File: config.mk
export PLATFORM = sky130hd
export DESIGN_NAME = handshake_link_flat
export DESIGN_NICKNAME = d
export VERILOG_FILES = /design/src/rtl/handshake_link_if.sv /design/src/rtl/handshake_link.sv /design/src/flat_wrapper.sv
export SDC_FILE = /design/constraint.sdc
export NUM_CORES = 1
export LEC_CHECK = 0
export BUFFER_PORTS_ARGS = -buffer_cell sky130_fd_sc_hd__buf_4
export CAP_MARGIN = 20
export CORE_ASPECT_RATIO = 0.8
export CORE_MARGIN = 1
export CORE_UTILIZATION = 30
export CTS_CLUSTER_SIZE = 20
export DETAILED_ROUTE_END_ITERATION = 7
export PLACE_DENSITY = 0.59
export SLEW_MARGIN = 20
export SYNTH_ARGS = -nofsm -noshare
export SYNTH_HDL_FRONTEND = slang
export SYNTH_SLANG_ARGS = --single-unit
File: constraint.sdc
create_clock -name clk -period 3.35 [get_ports clk]
set_input_delay 0.67 -clock clk [delete_from_list [all_inputs] [get_ports clk]]
set_output_delay 0.67 -clock clk [all_outputs]
set_load 0.02 [all_outputs]
File: src/rtl/handshake_link_if.sv
// Channel bundle for handshake_link: async source word, the master's data/valid,
// the slave's ready and the received word/count. master = link side, slave = source/observer side.
`timescale 1ns/1ps
interface handshake_link_if #(
    parameter int DATA_W = 32,
    parameter int CNT_W  = 8
);
    logic [DATA_W-1:0] trans_data;
    logic              valid_var;
    logic [DATA_W-1:0] data;
    logic              valid;
    logic              ready;
    logic [DATA_W-1:0] rx_data;
    logic [CNT_W-1:0]  rx_count;

    modport master (
        input  trans_data,
        output valid_var, data, valid, ready, rx_data, rx_count
    );

    modport slave (
        output trans_data,
        input  valid_var, data, valid, ready, rx_data, rx_count
    );
endinterface

File: src/rtl/handshake_link.sv
// Point-to-point valid/ready link: master captures an async word, slave accepts and counts it.
// Define SLAVE_EARLY_READY_EN to let the slave raise ready from valid_var ahead of valid.
`timescale 1ns/1ps
module handshake_link #(
    parameter int DATA_W = 32,
    parameter int CNT_W  = 8
) (
    input  logic              clk,
    input  logic              reset,
    handshake_link_if.master  lnk
);
    typedef enum logic {IDLE, SEND} state_t;

    state_t            state, state_nxt;
    logic              armed, armed_nxt;
    logic [DATA_W-1:0] data_q, data_nxt;
    logic              valid_q, valid_nxt;
    logic              ready_q;
    logic [DATA_W-1:0] rx_data_q;
    logic [CNT_W-1:0]  rx_count_q;
    logic              src_nz;
    logic              hs;

    assign src_nz = |lnk.trans_data;
    assign hs     = valid_q && ready_q;

    // Master state register
    always_ff @(posedge clk or posedge reset) begin
        if (reset) begin
            state   <= IDLE;
            armed   <= 1'b1;
            data_q  <= '0;
            valid_q <= 1'b0;
        end else begin
            state   <= state_nxt;
            armed   <= armed_nxt;
            data_q  <= data_nxt;
            valid_q <= valid_nxt;
        end
    end

    // A zero sample re-arms; launching needs both a nonzero sample and armed,
    // so a held nonzero word yields exactly one transfer.
    always_comb begin
        state_nxt = state;
        armed_nxt = src_nz ? armed : 1'b1;
        data_nxt  = data_q;
        valid_nxt = valid_q;
        case (state)
            IDLE: begin
                if (src_nz && armed) begin
                    data_nxt  = lnk.trans_data;
                    valid_nxt = 1'b1;
                    armed_nxt = 1'b0;
                    state_nxt = SEND;
                end
            end
            SEND: begin
                if (hs) begin
                    valid_nxt = 1'b0;
                    state_nxt = IDLE;
                end
            end
            default: state_nxt = IDLE;
        endcase
    end

    // Slave: ready drops on the handshake edge and is re-raised afterwards
    always_ff @(posedge clk or posedge reset) begin
        if (reset) begin
            ready_q    <= 1'b0;
            rx_data_q  <= '0;
            rx_count_q <= '0;
        end else if (hs) begin
            ready_q    <= 1'b0;
            rx_data_q  <= data_q;
            rx_count_q <= rx_count_q + CNT_W'(1);
`ifdef SLAVE_EARLY_READY_EN
        end else if (valid_q || lnk.valid_var) begin
            ready_q <= 1'b1;
`else
        end else if (valid_q) begin
            ready_q <= 1'b1;
`endif
        end
    end

    assign lnk.valid_var = src_nz;
    assign lnk.data      = data_q;
    assign lnk.valid     = valid_q;
    assign lnk.ready     = ready_q;
    assign lnk.rx_data   = rx_data_q;
    assign lnk.rx_count  = rx_count_q;
endmodule

File: src/flat_wrapper.sv
// flat-port wrapper written by rule: the top's interface ports become plain ports
module handshake_link_flat 
#(
    parameter int DATA_W = 32,
    parameter int CNT_W  = 8
)
  (clk, reset, lnk_trans_data, lnk_valid_var, lnk_data, lnk_valid, lnk_ready, lnk_rx_data, lnk_rx_count);
  handshake_link_if #(.DATA_W(DATA_W), .CNT_W(CNT_W)) lnk_i ();
  input  logic clk;
  input  logic reset;
  input wire logic [$bits(lnk_i.trans_data)-1:0] lnk_trans_data;
  output wire logic [$bits(lnk_i.valid_var)-1:0] lnk_valid_var;
  output wire logic [$bits(lnk_i.data)-1:0] lnk_data;
  output wire logic [$bits(lnk_i.valid)-1:0] lnk_valid;
  output wire logic [$bits(lnk_i.ready)-1:0] lnk_ready;
  output wire logic [$bits(lnk_i.rx_data)-1:0] lnk_rx_data;
  output wire logic [$bits(lnk_i.rx_count)-1:0] lnk_rx_count;
  assign lnk_i.trans_data = lnk_trans_data;
  assign lnk_valid_var = lnk_i.valid_var;
  assign lnk_data = lnk_i.data;
  assign lnk_valid = lnk_i.valid;
  assign lnk_ready = lnk_i.ready;
  assign lnk_rx_data = lnk_i.rx_data;
  assign lnk_rx_count = lnk_i.rx_count;
  handshake_link #(.DATA_W(DATA_W), .CNT_W(CNT_W)) u_core (.clk(clk), .reset(reset), .lnk(lnk_i));
endmodule
==> impl_metrics.py <==
metrics = {
    "outcome": {
        "outcome": "completed",
    },
    "grt": {
        "gr-usage-met3_pct": 6.31,
        "use_met2_pct": 21.5,
        "grt_busiest_layer": "met2",
        "antenna_found_initial": 0,
        "grt_max_degree": 41,
        "use_met1_pct": 17.6,
        "grt_pass1_wl_mm": 10.7,
        "grt_pass1_vias": 2045,
        "grt_remaining_overflow": 0,
        "grtUsageTotal_pct": 13.9,
    },
    "pwr": {
        "p_leak_nw": 1.96,
        "ir_worst_vdd_uv": 395,
        "p_comb_share_pct": 10.0,
        "p_sw_mw": 0.468,
        "power_mw": 2.11,
        "p_int_mw": 1.64,
        "pwr-share-seq_pct": 46.7,
        "cellPowerDensity_nw_per_um2": 503,
        "swShare_pct": 22.2,
        "p_clk_share_pct": 43.3,
    },
    "clock_tree": {
        "insertion_delay_ns": 0.33,
        "cts_max_level": 3,
        "ctsHoldBuffers": 0,
        "cts.sinks": 76,
        "path_clk_slew_ns": 0.05,
        "cts_tree": "built",
        "cts.path.max_buffers": 2,
        "numCtsBuffers": 9,
        "post-cts-setup-buffers": 0,
        "cts-resized-gates": 0,
        "clockRootBuffer": "clkbuf_16",
    },
    "job": {
        "drv_cap": 0,
    },
    "synthesis": {
        "synth_cells": 190,
        "yosys_warnings": 0,
        "ys_ff_latch": 76,
        "synthAdderAreaFrac_pct": 0.425,
        "yosysSeqAreaShare_pct": 64.6,
        "synthMuxAreaShare_pct": 24.9,
        "synth_top_family_by_area": "multiplexers",
        "yosysUniqueCellTypes": 22,
        "synthesis.area_um2": 2940,
        "syn_nets": 225,
        "synth-simple-area-share_pct": 5.27,
        "syn_area_per_cell_um2": 15.5,
        "synth_xor_area_share_pct": 2.38,
        "synth-compound-area-share_pct": 0.552,
    },
    "drt": {
        "first_iter_violations": 30,
        "wl_per_cell_um": 15.4,
        "firstDrtPassIters": 4,
        "post-route-drc-count": 0,
        "finalWirelength_mm": 6.56,
        "drt-vias-per-instance": 4.50,
        "antenna_left": 0,
        "vias": 1916,
    },
    "worst_setup_path": {
        "crit_cells": 5,
        "ff2ff_path_depth": 3,
        "critical_path.top_delay_family": "simple AND/OR/NAND/NOR gates",
        "r2r_start": "u_core.lnk.ready$_DFFE_PP0P_",
        "path_max_fanout": 2,
        "reg2reg_slack_ns": 1.54,
        "cpPeakStageDelay_ns": 0.52,
        "end_kind": "primary output",
        "worstPathCellList": "buf_4, nor4_1, nand4_1, or2_2, buf_4",
        "crit_path_start": "lnk_trans_data[16]",
        "r2r-end": "u_core.lnk.rx_data[11]$_DFFE_PP0P_",
        "crit_type": "in2out",
        "cpMostUsedCell": "buf_4",
        "cp.required_ns": 2.68,
        "cp.buffers_inverters": 2,
        "critPathCapture": "lnk_valid_var",
        "slowest_stage": "nor4_1",
        "cp-start-kind": "input port",
        "crit_arrival_ns": 2.15,
    },
    "worst_hold_path": {
        "worstHoldPathType": "in2async",
    },
    "finish": {
        "synthToLayoutAreaGrowth_pct": 42.2,
        "nFillCells": 878,
        "layout-drive-gt1-share_pct": 62.4,
        "diodes": 0,
        "num-nets-final": 342,
    },
    "floorplanning": {
        "die_w_um": 113,
        "rows": 31,
        "start_util_pct": 31.8,
        "die_area_um2": 10200,
        "ios": 109,
        "core_area_um2": 9270,
        "die_h_um": 90.6,
    },
    "place": {
        "hpwl_mm": 4.79,
        "gp_congestion": 0.687,
        "port_buffers": 108,
    },
    "timing": {
        "fin_crit_sh_pct": 84.2,
        "drv_slew": 0,
        "worstMarginPinSlew_ns": 0.653,
        "rsz0062_at_grt": "false",
        "fin_tns_setup_ns": 0,
        "relSlewSlack_pct": 56.4,
        "fmax_ghz": 0.354,
        "skew_ns": 0.00379,
        "final-setup-viol-count": 0,
        "fin_crit_ns": 2.82,
        "hold_viol_final": 0,
    },
}
==> cells in the mapped netlist <==
cell type	instances	share of area, %
mux2_1	2	0.76
clkbuf_1	1	0.13
nand4_1	3	0.64
dfrtp_1	75	64
inv_1	1	0.13
nand3_1	2	0.34
dfstp_2	1	0.89
o21ai_4	1	0.55
nand2_1	12	1.5
nor4_1	8	1.7
or2_2	1	0.21
buf_6	3	1.1
and2_1	1	0.21
nor2_1	2	0.26
buf_1	1	0.13
mux2_2	63	24
ha_1	1	0.42
nor3_1	1	0.17
xor2_1	4	1.2
nor2b_1	1	0.21
buf_2	2	0.34
xnor2_1	4	1.2
==> per-stage QoR <==
step,area (um2),worst slack (ns),std cells,utilization (%),hold WS [ns]
floorplan,2940,0.743,190,-,0.444
global placement,3880,0.552,410,41.8,0.460
detailed placement,3900,0.530,411,42.1,0.464
CTS,4190,0.526,426,45.2,0.326
global route,4190,0.474,426,45.2,0.344
finish,4190,0.529,426,45.2,0.323
==> layer usage <==
layer / up-vias / wire [um]
met4: 0 / 64
li1: 904 / -
met3: 6 / 386
met2: 58 / 3060
met1: 948 / 3040
met5: - / 0
==> worst min path at each step <==
stage | start | endpoint | slack, ns | depth (start not counted)
floorplan | u_core.armed$_DFF_PP1_ | u_core.armed$_DFF_PP1_ | 0.44 | 2
global placement | u_core.armed$_DFF_PP1_ | u_core.armed$_DFF_PP1_ | 0.46 | 2
detailed placement | u_core.lnk.rx_count[7]$_DFFE_PP0P_ | u_core.lnk.rx_count[7]$_DFFE_PP0P_ | 0.46 | 1
global route | reset | u_core.lnk.data[27]$_DFFE_PP0P_ | 0.34 | 2
CTS | reset | u_core.lnk.data[27]$_DFFE_PP0P_ | 0.33 | 2
finish | reset | u_core.lnk.data[27]$_DFFE_PP0P_ | 0.32 | 2
==> placed cells by master (no fill, tap or decap), drive strengths merged <==
master,Yosys,routed
and2,1,1
buf,6,113
clkbuf,1,14
clkinv,0,2
dfrtp,75,75
dfstp,1,1
ha,1,1
mux2,65,65
nand2,12,12
nand3,2,2
nand4,3,3
nor2,2,2
nor2b,1,1
nor3,1,1
nor4,8,8
o21ai,1,1
or2,1,1
xnor2,4,4
xor2,4,4
==> worst register-to-register path: cells and delay by family (launching register included) <==
family | cells | cell delay, ns
DFF | 1 | 0.46
and+or+nand+nor | 1 | 0.54
buffers and inverters | 1 | 0.34
muxes | 1 | 0.36
==> cell families (layout without fill, tap and decap cells) <==
family	Yosys count	after routing
XOR/XNOR	8	8
flip-flops	76	76
buffers and inverters	8	129
AO/OA/AOI/OAI	1	1
multiplexers	65	65
adder cells (fa/ha/maj)	1	1
AND/OR/NAND/NOR	31	31
==> power groups by stage <==
stage | clock network [mW] | logic [mW] | registers (mW)
after global routing | 0.993 | 0.226 | 0.989
after CTS | 0.949 | 0.215 | 0.984
after detailed placement | 0 | 0.215 | 1.00
final | 0.913 | 0.211 | 0.984
after global placement | 0 | 0.211 | 0.998
after floorplan | 0 | 0.0484 | 1.04
==> registers in the layout, summed over array words and instances (netlist names) <==
signal	count
u_core.armed	1
u_core.lnk.data	32
u_core.lnk.ready	1
u_core.lnk.rx_count	8
u_core.lnk.rx_data	32
u_core.lnk.valid	1
u_core.state	1
==> area by class of cell <==
| type | count | area (um2) | area share [%] |
|---|---|---|---|
| clock inverters | 1 | 5.00 | 0.120 |
| inverters | 1 | 5.00 | 0.120 |
| flip-flops and latches | 76 | 1900 | 45.4 |
| multi-input cells | 106 | 986 | 23.5 |
| well taps | 115 | 144 | 3.44 |
| clock buffers | 14 | 284 | 6.78 |
| repair buffers | 113 | 861 | 20.6 |
No activity file was read; power rests on OpenSTA's default activity.
